<file path="config.mk">
export PLATFORM = sky130hd
export DESIGN_NAME = pulse_scheduler
export DESIGN_NICKNAME = d
export VERILOG_FILES = /design/src/rtl/pulse_scheduler.sv
export SDC_FILE = /design/constraint.sdc
export NUM_CORES = 1
export LEC_CHECK = 0
export ABC_AREA = 1
export CORE_ASPECT_RATIO = 1.2
export CORE_MARGIN = 5
export CORE_UTILIZATION = 40
export DETAILED_ROUTE_END_ITERATION = 6
export GPL_TIMING_DRIVEN = 0
export SYNTH_ARGS = -nofsm -noshare
export SYNTH_HDL_FRONTEND = slang
export SYNTH_SLANG_ARGS = --single-unit
export TNS_END_PERCENT = 5
</file>
<file path="constraint.sdc">
create_clock -name clk -period 2 [get_ports clk]
set_input_delay 0.3 -clock clk [delete_from_list [all_inputs] [get_ports clk]]
set_output_delay 0.3 -clock clk [all_outputs]
set_load 0.01 [all_outputs]
</file>
<file path="src/rtl/pulse_scheduler.sv">
// Four-phase programmable pulse sequencer driven by one shared down-counter.
// Each phase holds its level for period+1 cycles; the sequence runs once or loops.
module pulse_scheduler #(
  parameter int                 CNT_W          = 26,
  parameter logic [CNT_W-1:0]   DEFAULT_PERIOD = CNT_W'(26'h3938700)
) (
  input  logic             clk,
  input  logic             rst_n,
  input  logic             wr_en,
  input  logic [1:0]       wr_addr,
  input  logic [CNT_W-1:0] wr_period,
  input  logic             wr_level,
  input  logic [1:0]       num_phases,
  input  logic             repeat_en,
  input  logic             start,
  input  logic             stop,
  output logic             out_pin,
  output logic             busy,
  output logic [1:0]       phase,
  output logic             done,
  output logic [4:0]       counter_out
);

  typedef enum logic {IDLE, RUN} state_t;

  state_t           state_reg, state_next;
  logic [CNT_W-1:0] counter_reg, counter_next;
  logic [1:0]       phase_reg, phase_next;
  logic             out_reg, out_next;
  logic             done_reg, done_next;
  logic [1:0]       num_phases_reg, num_phases_next;
  logic             repeat_reg, repeat_next;

  logic [CNT_W-1:0] period_reg [4];
  logic             level_reg  [4];

  // Phase table: loads below read these registers before this edge's write lands.
  generate
    for (genvar gi = 0; gi < 4; gi++) begin : g_table
      always_ff @(posedge clk or negedge rst_n) begin
        if (!rst_n) begin
          period_reg[gi] <= DEFAULT_PERIOD;
          level_reg[gi]  <= 1'(gi % 2);
        end else if (wr_en && (wr_addr == 2'(gi))) begin
          period_reg[gi] <= wr_period;
          level_reg[gi]  <= wr_level;
        end
      end
    end
  endgenerate

  always_ff @(posedge clk or negedge rst_n) begin
    if (!rst_n) begin
      state_reg      <= IDLE;
      counter_reg    <= '0;
      phase_reg      <= 2'd0;
      out_reg        <= 1'b0;
      done_reg       <= 1'b0;
      num_phases_reg <= 2'd0;
      repeat_reg     <= 1'b0;
    end else begin
      state_reg      <= state_next;
      counter_reg    <= counter_next;
      phase_reg      <= phase_next;
      out_reg        <= out_next;
      done_reg       <= done_next;
      num_phases_reg <= num_phases_next;
      repeat_reg     <= repeat_next;
    end
  end

  always_comb begin
    state_next      = state_reg;
    counter_next    = counter_reg;
    phase_next      = phase_reg;
    out_next        = out_reg;
    done_next       = 1'b0;
    num_phases_next = num_phases_reg;
    repeat_next     = repeat_reg;

    case (state_reg)
      IDLE: begin
        // stop has priority over a simultaneous start
        if (start && !stop) begin
          state_next      = RUN;
          phase_next      = 2'd0;
          counter_next    = period_reg[0];
          out_next        = level_reg[0];
          num_phases_next = num_phases;
          repeat_next     = repeat_en;
        end
      end
      RUN: begin
        if (stop) begin
          state_next   = IDLE;
          phase_next   = 2'd0;
          counter_next = '0;
          out_next     = 1'b0;
        end else if (counter_reg != '0) begin
          counter_next = counter_reg - CNT_W'(1);
        end else if (phase_reg != num_phases_reg) begin
          phase_next   = phase_reg + 2'd1;
          counter_next = period_reg[phase_reg + 2'd1];
          out_next     = level_reg[phase_reg + 2'd1];
        end else if (repeat_reg) begin
          phase_next   = 2'd0;
          counter_next = period_reg[0];
          out_next     = level_reg[0];
        end else begin
          state_next = IDLE;
          phase_next = 2'd0;
          out_next   = 1'b0;
          done_next  = 1'b1;
        end
      end
      default: state_next = IDLE;
    endcase
  end

  assign out_pin     = out_reg;
  assign busy        = (state_reg == RUN);
  assign phase       = phase_reg;
  assign done        = done_reg;
  assign counter_out = counter_reg[CNT_W-1 -: 5];

endmodule

</file>
## Word level (Yosys, flattened, before mapping)

Index checks and enable logic that the tools add are counted.

| storage, ports and cells | value |
|---|---|
| register bits after elaboration | 142 |
| input port bits | 37 |
| output and inout bits | 10 |
| logic and storage cells | 72 |

| cells by class | value |
|---|---|
| add/sub/neg operators | 2 |
| magnitude comparators | 1 |
| eq/ne operators | 7 |
| muxes and demuxes | 34 |
| bitwise operators | 2 |
| reductions and logical operators | 11 |

Operators with widths:

| cell | number |
|---|---|
| two-way mux 26 bit | 7 |
| binary-select mux 26 bit (select 2 bit) | 1 |
| one-hot mux 26 bit (2 select lines) | 1 |
| nonzero test 26 bit | 1 |
| subtractor 26 x 1 -> 26 bit (second input constant) | 1 |
| two-way mux 1 bit | 17 |
| two-way mux 2 bit | 4 |
| AND reduction 2 bit | 3 |
| logical AND 1 bit | 5 |
| != test 5 x 2 -> 1 bit (second input constant) | 1 |
| equality test 2 bit (second input constant) | 2 |
| one-hot mux 1 bit (2 select lines) | 2 |
| one-hot mux 2 bit (2 select lines) | 1 |
| greater-or-equal comparator 3 bit (second input constant) | 1 |
| != test 3 bit (second input constant) | 1 |
| NOT 2 -> 3 bit | 1 |
| adder 2 x 1 -> 2 bit (second input constant) | 1 |
| binary-select mux 1 bit (select 2 bit) | 1 |
| equality test 2 x 1 -> 1 bit (second input constant) | 1 |
| zero test 2 bit | 1 |
| != test 2 bit | 1 |
| != test 2 bit (second input constant) | 1 |
| zero test 1 bit | 1 |
| NOT 1 bit | 1 |

## Logic depth before layout (Yosys ltp)

Gate-level depths: netlist (run 1).

| logic depth | value |
|---|---|
| word-level depth | 9 |
| depth in mapped cells | 14 |
| depth with buffers taken out | 13 |

## Worst setup path before layout (run 1)

OpenSTA, ideal clock, no wires.

| path | value |
|---|---|
| kind | reg2reg |
| start point | register counter_reg[0] |
| end point | register counter_reg[10] |
| library setup time | 0.116 ns |
| data arrival time | 1.616 ns |
| required time | 1.884 ns |
| setup slack | 0.268 ns |
| stages on the path, launching flop included | 13 |
| buffers on the path | 1 |
| clock period less this slack | 1.732 ns |
| cells stage by stage | dfrtp_1 > inv_1 > ha_1 > nand2_1 > nor2_1 > nand2_2 > nor2_8 > nand4_4 > nand2_4 > inv_4 > buf_6 > nand2_1 > nand2_1 |

| on the way | value |
|---|---|
| word-level cells in the longest chain between the ends | 4 |
| elaborated cells on any way between the ends | 7 |
| those cells by class | add/sub: 1; eq/ne: 1; mux: 3; reduce/logical: 2 |

RTL lines:

| item | RTL line | text |
|---|---|---|
| from (decl) | 27 | `logic [CNT_W-1:0] counter_reg, counter_next;` |
| from (signal assigned) | 63 | `counter_reg <= counter_next;` |
| subtractor 26 x 1 -> 26 bit / nonzero test 26 bit (equally long branches) | 100, 99 |  |
| two-way mux 26 bit | 99 | `end else if (counter_reg != '0) begin` |
| two-way mux 26 bit | 94 | `if (stop) begin` |
| one-hot mux 26 bit (2 select lines) | 81 | `case (state_reg)` |

Several ways; a longest one is shown, not always the timed one.
A chain may end at the register's enable or synchronous reset.

## Final worst setup path (run 1)

| path | value |
|---|---|
| start point | register phase_reg[0], in the netlist phase[0] |
| end point | register counter_reg[23] |

| on the way | value |
|---|---|
| word-level cells in the longest chain between the ends | 9 |
| elaborated cells on any way between the ends | 12 |
| those cells by class | add/sub: 1; eq/ne: 2; mux: 7; bitwise: 1; reduce/logical: 1 |

RTL lines:

| item | RTL line | text |
|---|---|---|
| from (decl) | 28 | `logic [1:0] phase_reg, phase_next;` |
| from (signal assigned) | 64 | `phase_reg <= phase_next;` |
| adder 2 x 1 -> 2 bit | 103 | `counter_next = period_reg[phase_reg + 2'd1];` |
| NOT 2 -> 3 bit (not written as such) | 103 |  |
| binary-select mux 26 bit (select 2 bit) | 103 |  |
| two-way mux 26 bit (not written as such) (2 in a row) | 103 |  |
| two-way mux 26 bit | 101 | `end else if (phase_reg != num_phases_reg) begin` |
| two-way mux 26 bit | 99 |  |
| two-way mux 26 bit | 94 |  |
| one-hot mux 26 bit (2 select lines) | 81 |  |

Several ways; a longest one is shown, not always the timed one. The select of a mux whose other input is x is not followed.

==> results of run 1 <==
power by group:
group	switching [µW]	internal, µW	total [µW]
registers	439	3480	3920
logic	1810	1060	2870
clock network	1270	1620	2900
Yosys cell counts (all sizes together) (6+ instances only):
| cell | n |
|---|---|
| inv | 108 |
| nand2 | 446 |
| buf | 23 |
| xor2 | 6 |
| xnor2 | 6 |
| dfrtp | 100 |
| nor2 | 74 |
| nand3 | 56 |
| clkbuf | 29 |
| a21oi | 14 |
| o21ai | 143 |
| dfstp | 42 |
| nand4 | 7 |
through the flow:
stage	cells	setup TNS, ns
global route	1417	-0.190
global placement	1374	-681.70
detailed placement	1375	-7.05
finish	1417	0
floorplan	1072	0
CTS	1408	-0.150
worst max-delay path: cells and delay by family (launching register included):
| kind | cells | cell delay, ns |
|---|---|---|
| compound gates | 1 | 0.16 |
| buf+inv | 2 | 0.31 |
| flops | 1 | 0.38 |
| simple gates | 10 | 0.96 |
routing by layer:
layer / routed length [µm] / part of all wire [%] / up-vias
met1: 10200 / 46 / 3256
met4: 255 / 1.2 / 0
met5: 0 / 0 / -
met2: 10700 / 49 / 172
met3: 889 / 4.0 / 21
li1: - / - / 3509
repair_timing:
item	4_1_cts	5_1_grt
hold buffers	1	0
hold endpoints to repair	49	0
endpoints found under the setup margin	29	27
buffers inserted	0	9
pin swaps	3	8
resized for setup	20	40
worst paths after layout:
check | startpoint | endpoint | slack (ns) | cells past startpoint
worst max-delay path | phase[0] | counter_reg[23] | 0.08 | 13
worst min-delay path | rst_n | period_reg[7] | 0.46 | 2
worst max register to register | phase[0] | counter_reg[23] | 0.08 | 13
worst min register to register | period_reg[38] | period_reg[38] | 0.48 | 2
max in group asynchronous | rst_n | period_reg[93] | 0.70 | 3
min in group clk | repeat_en | repeat_reg | 0.46 | 3
cell type report:
cell class	instances	area [µm²]	area share [%]
inverters	108	410	4.46
flip-flops and latches	142	3610	39.2
plain buffers	52	282	3.06
repair buffers	57	567	6.16
clock buffers	20	447	4.85
multi-input cells	770	3480	37.8
well taps	256	320	3.48
clock inverters	12	88.8	0.965
kinds of logic after synthesis:
logic type / count (synthesis) / synth area share, %
adder cells (fa/ha/maj): 1 / 0.164
AND/OR/NAND/NOR: 589 / 31.3
buffers and inverters: 160 / 8.66
multiplexers: 1 / 0.147
XOR/XNOR: 12 / 1.37
AO/OA/AOI/OAI: 167 / 11.2
flip-flops: 142 / 47.2
==> summary.md, run 1 <==
The flow ran to the end, and the final reports show no timing, DRC or antenna violations. The element type at the critical path start is a flip-flop. Total power divided by cell area: 1050 nW/µm². The synthesized design contains 142 register bits. Walking the worst path, the cells encountered are buf_4 > nand2_4 > inv_2 > nor2_4 > o21ai_1 > nand2_1 > nand2_1 > nand3_1 > nand2_1 > nand2_1 > nand2_1 > nand2_1 > nand2_1.

Most utilized layer in the global route result: met2. The initialized floorplan defines 55 standard-cell rows. STA puts the critical path data arrival time at 2.23 ns. Reported leakage power: 0.00460 µW. For the pin count of the biggest net entering global routing, the log shows 74. The tools report the worst-case clock skew as 0.00746 ns. The fraction of post-synthesis cell area in the top cell type by area was 32.7%; the final weighted congestion in routability-driven placement was 0.861.

Along the worst path, the maximum fanout reaches 10. The number of primary I/O pins came out at 47. The dominant synthesized flop cell is sky130_fd_sc_hd__dfrtp_1.

The insertion delay of the later-clocked pin in the worst-skew pair is 0.42 ns. After routing the design area is 9200 µm². The share of the core filled with cells came out at 48.8%. The clock tree synthesis step divided the H-tree into 4 levels. The netlist uses 34 different library cells.

The layout has 1,960 filler cells. The critical path is of the reg -> reg type. The commonest non-fill, non-tap cell in the layout was sky130_fd_sc_hd__nand2_1. The achievable clock frequency came out at 0.521 GHz. The proportion of synthesized flip-flops having asynchronous set or reset was 100%. The clock transition time at the flip-flop clock pins of the worst setup and hold paths is 0.06 ns, and the number of buffers created by CTS is 17.

The type of element capturing the critical path is a flip-flop. Setup violations remaining at the end of the flow were counted as 0. Across the run, the number of max-cap violations was 0.

For this run, the number of Yosys warnings is 0. The logs give 22,000 µm² for the area enclosed by the die boundary and 0 for the remaining antenna violation count. For the buffer levels on the longest clock path, the log shows 2.

TritonCTS built the clock tree. By area the synthesized netlist is led by sky130_fd_sc_hd__dfrtp_1 33%, sky130_fd_sc_hd__nand2_1 22%, sky130_fd_sc_hd__dfstp_2 14%. Detailed placement finished with a half-perimeter wire length of 16,500 µm. The run gives 35,400 µm as the global-route wire length before repair. Before CTS, the worst setup slack after placement is -0.483 ns. Headroom to the max-slew limit came out at 56.0%. The clock drives 142 sinks.

Counting every instance in the synthesized netlist gives 1,072. The worst path needs 1.92 ns of the cycle, external delays included. The first detailed-routing pass took 5 iterations. Summed over all layers, the global routing overflow is 0. After detailed routing, the number of remaining DRC violations is 0.

Measured along the y axis, the die boundary spans 161 µm. 0 antenna diodes ended up in the layout. After detailed routing, the number of vias per cell comes to 4.91. Buffers placed on the I/O ports in this run total 46. Number of vias in the routed layout: 6,958. For this run, global-route usage on met1 was measured as 28.5%. The register with the most flip-flops in the layout has 104 of them. Once the floorplan was initialized, standard cells occupied 40.5% of the core.

Power comes to 9690 µW. In the final design database the tool counted 1,186 nets. The actual slew at the worst max-slew pin came out at 0.660 ns. The critical path's most frequent cell was sky130_fd_sc_hd__nand2_1. In this run the horizontal extent of the chip is 136 µm.

Data on the critical path is required at its endpoint by 2.31 ns. Of all cell types, the one taking the most synthesized area is sky130_fd_sc_hd__dfrtp_1. Global routing used 33.9% of the available met2 tracks. The detailed-route wire length was 22,000 µm; the proportion of layout cells with a drive suffix above 1 was 12.7%. For the initial antenna violation count, the log shows 0. Global routing consumed, over all layers together, 20.6% of the routing resources. After detailed placement, the total cell area comes to 8450 µm².

The cell area that synthesis handed to floorplanning was 7640 µm². Average footprint of a synthesized cell: 7.13 µm². The worst hold path class was in -> async. Counting every net in the synthesized netlist gives 1,110. Clock tree synthesis selected as its root buffer the cell sky130_fd_sc_hd__clkbuf_16. Compared with the post-synthesis result, the final layout area differs by 20.4%.

Via count of the first global-routing pass: 6,516. In the final routed layout, each cell accounts on average for 15.5 µm. The number of pins exceeding their max-slew limit in the final report is 0, and the violation count after the first detailed-routing iteration is 505. Summing the sequential cell areas from Yosys gives 47.2% of the chip area.

The biggest cell delay along the critical path came out at 0.38 ns. Dividing the final minimum period by the clock period gives 95.9%. The largest individual stage delay along the critical path comes from the cell sky130_fd_sc_hd__dfrtp_1. The library cells used most frequently in the layout, excluding fill and tap cells, are 437 x sky130_fd_sc_hd__nand2_1, 137 x sky130_fd_sc_hd__o21ai_0, 102 x sky130_fd_sc_hd__inv_1. The number of endpoints with negative hold slack in the final report is 0.

The number of enable-type register cells in the synthesized netlist works out to 0. Setup slack closes at 0.0816 ns. The region available for standard cell placement spans 18,900 µm².

The run gives 0.458 ns as the worst hold margin. Setup repair after global routing could not meet its margin everywhere. The worst ir drop on vdd was 0.000615 V; the routing usage on met3 was 3.30%.
(Power assumes the default switching activity.)
==> inputs of run 2 (changes only) <==
--- a/config.mk
+++ b/config.mk
@@ -11,6 +11,7 @@
 export CORE_UTILIZATION = 40
 export DETAILED_ROUTE_END_ITERATION = 6
 export GPL_TIMING_DRIVEN = 0
+export SKIP_LAST_GASP = 1
 export SYNTH_ARGS = -nofsm -noshare
 export SYNTH_HDL_FRONTEND = slang
 export SYNTH_SLANG_ARGS = --single-unit
==> summary.md, run 2 (synthesis results as in run 1) <==
In the layout the commonest cells are 437 x sky130_fd_sc_hd__nand2_1, 140 x sky130_fd_sc_hd__o21ai_0, 103 x sky130_fd_sc_hd__inv_1. The sequential fraction of design power came out at 40.4% (about the same). The tools report the power spent charging and discharging nets as 3520 µW (-0.13%). The average wire per cell in the routed design works out to 15.5 µm (-0.20%). The run finished with clean final reports. The via count of the first global-routing pass was 6,471 (-0.69%). The initial core utilization is 40.5% (unchanged). Number of flip-flops under the largest register name: 104 (unchanged). The run gives 35,200 µm (-0.43%) as the global-route wire length before repair.

The logs give 0 (unchanged) for the initial antenna violation count and 0 (unchanged) for the total of endpoints with negative setup slack in the final report. The post-detailed-route via-to-cell ratio works out to 4.88 (-0.61%). TritonCTS built the clock tree.

The clock root buffer is sky130_fd_sc_hd__clkbuf_16. The tools report the number of sinks on the clock net as 142 (unchanged). The tools report the startpoint of the most critical setup path as counter_reg[19].

For the total cell area at the placement stage, the log shows 8450 µm² (unchanged). The total DRC errors in the routed layout is 0 (unchanged). The detailed-routing iteration count for the pre-antenna-repair pass was 5 (unchanged). The internal power was 6190 µW (+0.47%).

The final-stage net count is 1,192 (+0.51%). The run gives 56.1% (+0.073 points) as the max-slew headroom at the worst pin. The tools report the worst-case setup margin in the final layout as 0.0827 ns (+0.00112 ns). The commonest non-fill, non-tap cell in the layout was sky130_fd_sc_hd__nand2_1. The vertical die dimension works out to 161 µm (unchanged). Critical setup path kind: reg -> reg. For the max-cap violation count, the log shows 0 (unchanged).

For the worst ir drop on vdd, the log shows 0.000615 V (about the same). The violation count after the first detailed-routing iteration was 453 (-10%). The maximum fanout encountered on the critical timing path is 10 (unchanged). The tools report the number of endpoints with negative hold slack in the final report as 0 (unchanged). Proportion of layout cells with a drive suffix above 1: 13.5% (+0.71 points). The clock transition time at the flip-flop clock pins of the worst setup and hold paths came out at 0.06 ns (about the same).

For the number of instances in the placed design, the log shows 1,375 (unchanged). Achievable clock frequency: 0.522 GHz (about the same). The logs give 0 (unchanged) for the number of pins exceeding their max-slew limit in the final report and 0.00713 ns (-0.000321 ns) for the worst-case clock skew. The run gives 16,500 µm (unchanged) as the half-perimeter wire length after detailed placement. The power share of the combinational group was 29.9% (+0.2 points); the actual slew at the worst max-slew pin was 0.659 ns (-0.00109 ns). The antenna cell count is 0 (unchanged). The number of standard cells in the layout, taps in and fillers out is 1,423 (+0.42%). The switching power share of the total is 36.2% (-0.14 points), and the area enclosed by the die boundary is 22,000 µm² (unchanged).

The run gives 0.458 ns (+0.000361 ns) as the worst hold margin. The part of the power in the clock network is 29.7% (-0.2 points), and the worst path arrival time is 2.23 ns (about the same). The clock period minus final worst setup slack is 1.92 ns (-0.00112 ns), and the number of buffers created by CTS is 17 (unchanged).

The total routing resource utilization after global routing came out at 20.5% (-0.079 points). Detailed-route wire length: 22,000 µm (+0.22%). Setup repair after global routing could not meet its margin everywhere. The total of buffers placed on input and output ports is 46 (unchanged), and the synthesis-to-finish area growth is 21.1%. The total grt overflow was 0 (unchanged); the remaining antenna violation count was 0 (unchanged). The pin count of the biggest net entering global routing was 74 (unchanged); the number of fill cells was 1,957 (-0.15%).

The placement-stage worst setup slack came out at -0.483 ns (unchanged). The ratio of final minimum period to clock period was 95.9% (about the same). Number of rows in the core area: 55 (unchanged). The final weighted congestion in routability-driven placement came out at 0.861 (unchanged). The standard cell core area was 18,900 µm² (unchanged). The type of element capturing the critical path was a flip-flop. In this run the critical register-to-register path is launched from counter_reg[19]. STA classifies the critical path startpoint as a flip-flop. For the reported leakage power, the log shows 0.00459 µW (about the same).

The total power divided by cell area works out to 1050 nW/µm² (-0.37%). The number of primary I/O pins was 47 (unchanged); the insertion delay of the later-clocked pin in the worst-skew pair was 0.42 ns (about the same). The buffer levels on the longest clock path came out at 2 (unchanged). The number of vias in the routed layout was 6,945 (-0.19%). The critical path data required time was 2.31 ns (about the same). The maximum level of the CTS H-tree is 4 (unchanged), and the die span in x is 136 µm (unchanged). The cell area after layout is 9260 µm² (+0.63%). In this run the worst hold path is classified as in -> async.
run 2: area by class of cell:
type	instances	area (µm²)	share of cell area [%]
inverter	108	412	4.45
buffer	52	285	3.08
timing repair buffer	63	612	6.61
clock buffer	20	447	4.82
sequential	142	3610	39.0
multi-input combinational	770	3490	37.6
tap	256	320	3.46
clock inverter	12	88.8	0.959
run 2: final timing paths:
check / to / slack (ns) / cells past startpoint
hold / removal: period_reg[7] / 0.46 / 2
hold reg to reg: period_reg[38] / 0.48 / 2
max in group asynchronous: period_reg[94] / 0.69 / 3
setup reg to reg: counter_reg[12] / 0.08 / 11
min in group clk: num_phases_reg[0] / 0.46 / 3
setup / recovery: counter_reg[12] / 0.08 / 11
run 2: what timing repair did:
item                       4_1_cts  5_1_grt
pin swaps                        0       10
hold endpoints to repair        49        0
hold buffers                     1        0
buffers inserted                 0       15
resized for setup                1       60
setup endpoints to repair       29       30
run 2: per-layer routing:
layer	share of wire, %	global-route usage [%]	up-vias
met2	49	33.8	172
met3	3.7	3.12	22
met1	47	28.5	3234
met4	1.2	4.86	0
li1	-	-	3517
met5	0	0	-
run 2: stage by stage:
step | total power [µW] | TNS [ns] | utilization, %
floorplan | 5700 | 0 | -
global placement | 6590 | -681.70 | 44.7
detailed placement | 6630 | -7.05 | 44.8
CTS | 9540 | -4.59 | 47.7
global route | 10300 | -0.207 | 49.1
finish | 9710 | 0 | 49.1
run 2: worst max-delay path, cell delays in order (launching register included):
cell and delay [ns]:
sky130_fd_sc_hd__dfrtp_1 0.43, sky130_fd_sc_hd__nor2_2 0.15, sky130_fd_sc_hd__nand2_1 0.12, sky130_fd_sc_hd__nor2_4 0.18, sky130_fd_sc_hd__nand2_2 0.11, sky130_fd_sc_hd__nor2_8 0.18, sky130_fd_sc_hd__nand4_4 0.12, sky130_fd_sc_hd__nand2_4 0.14
sky130_fd_sc_hd__inv_4 0.07, sky130_fd_sc_hd__buf_6 0.14, sky130_fd_sc_hd__nand2_1 0.10, sky130_fd_sc_hd__nand2_1 0.05
run 2: power by group through the flow:
stage / Clock, µW / Sequential, µW / Combinational [µW]
final: 2890 / 3920 / 2900
after global routing: 3080 / 3990 / 3280
after CTS: 2940 / 3890 / 2710
after detailed placement: 0 / 3940 / 2690
after global placement: 0 / 3930 / 2660
after floorplan: 0 / 3820 / 1880
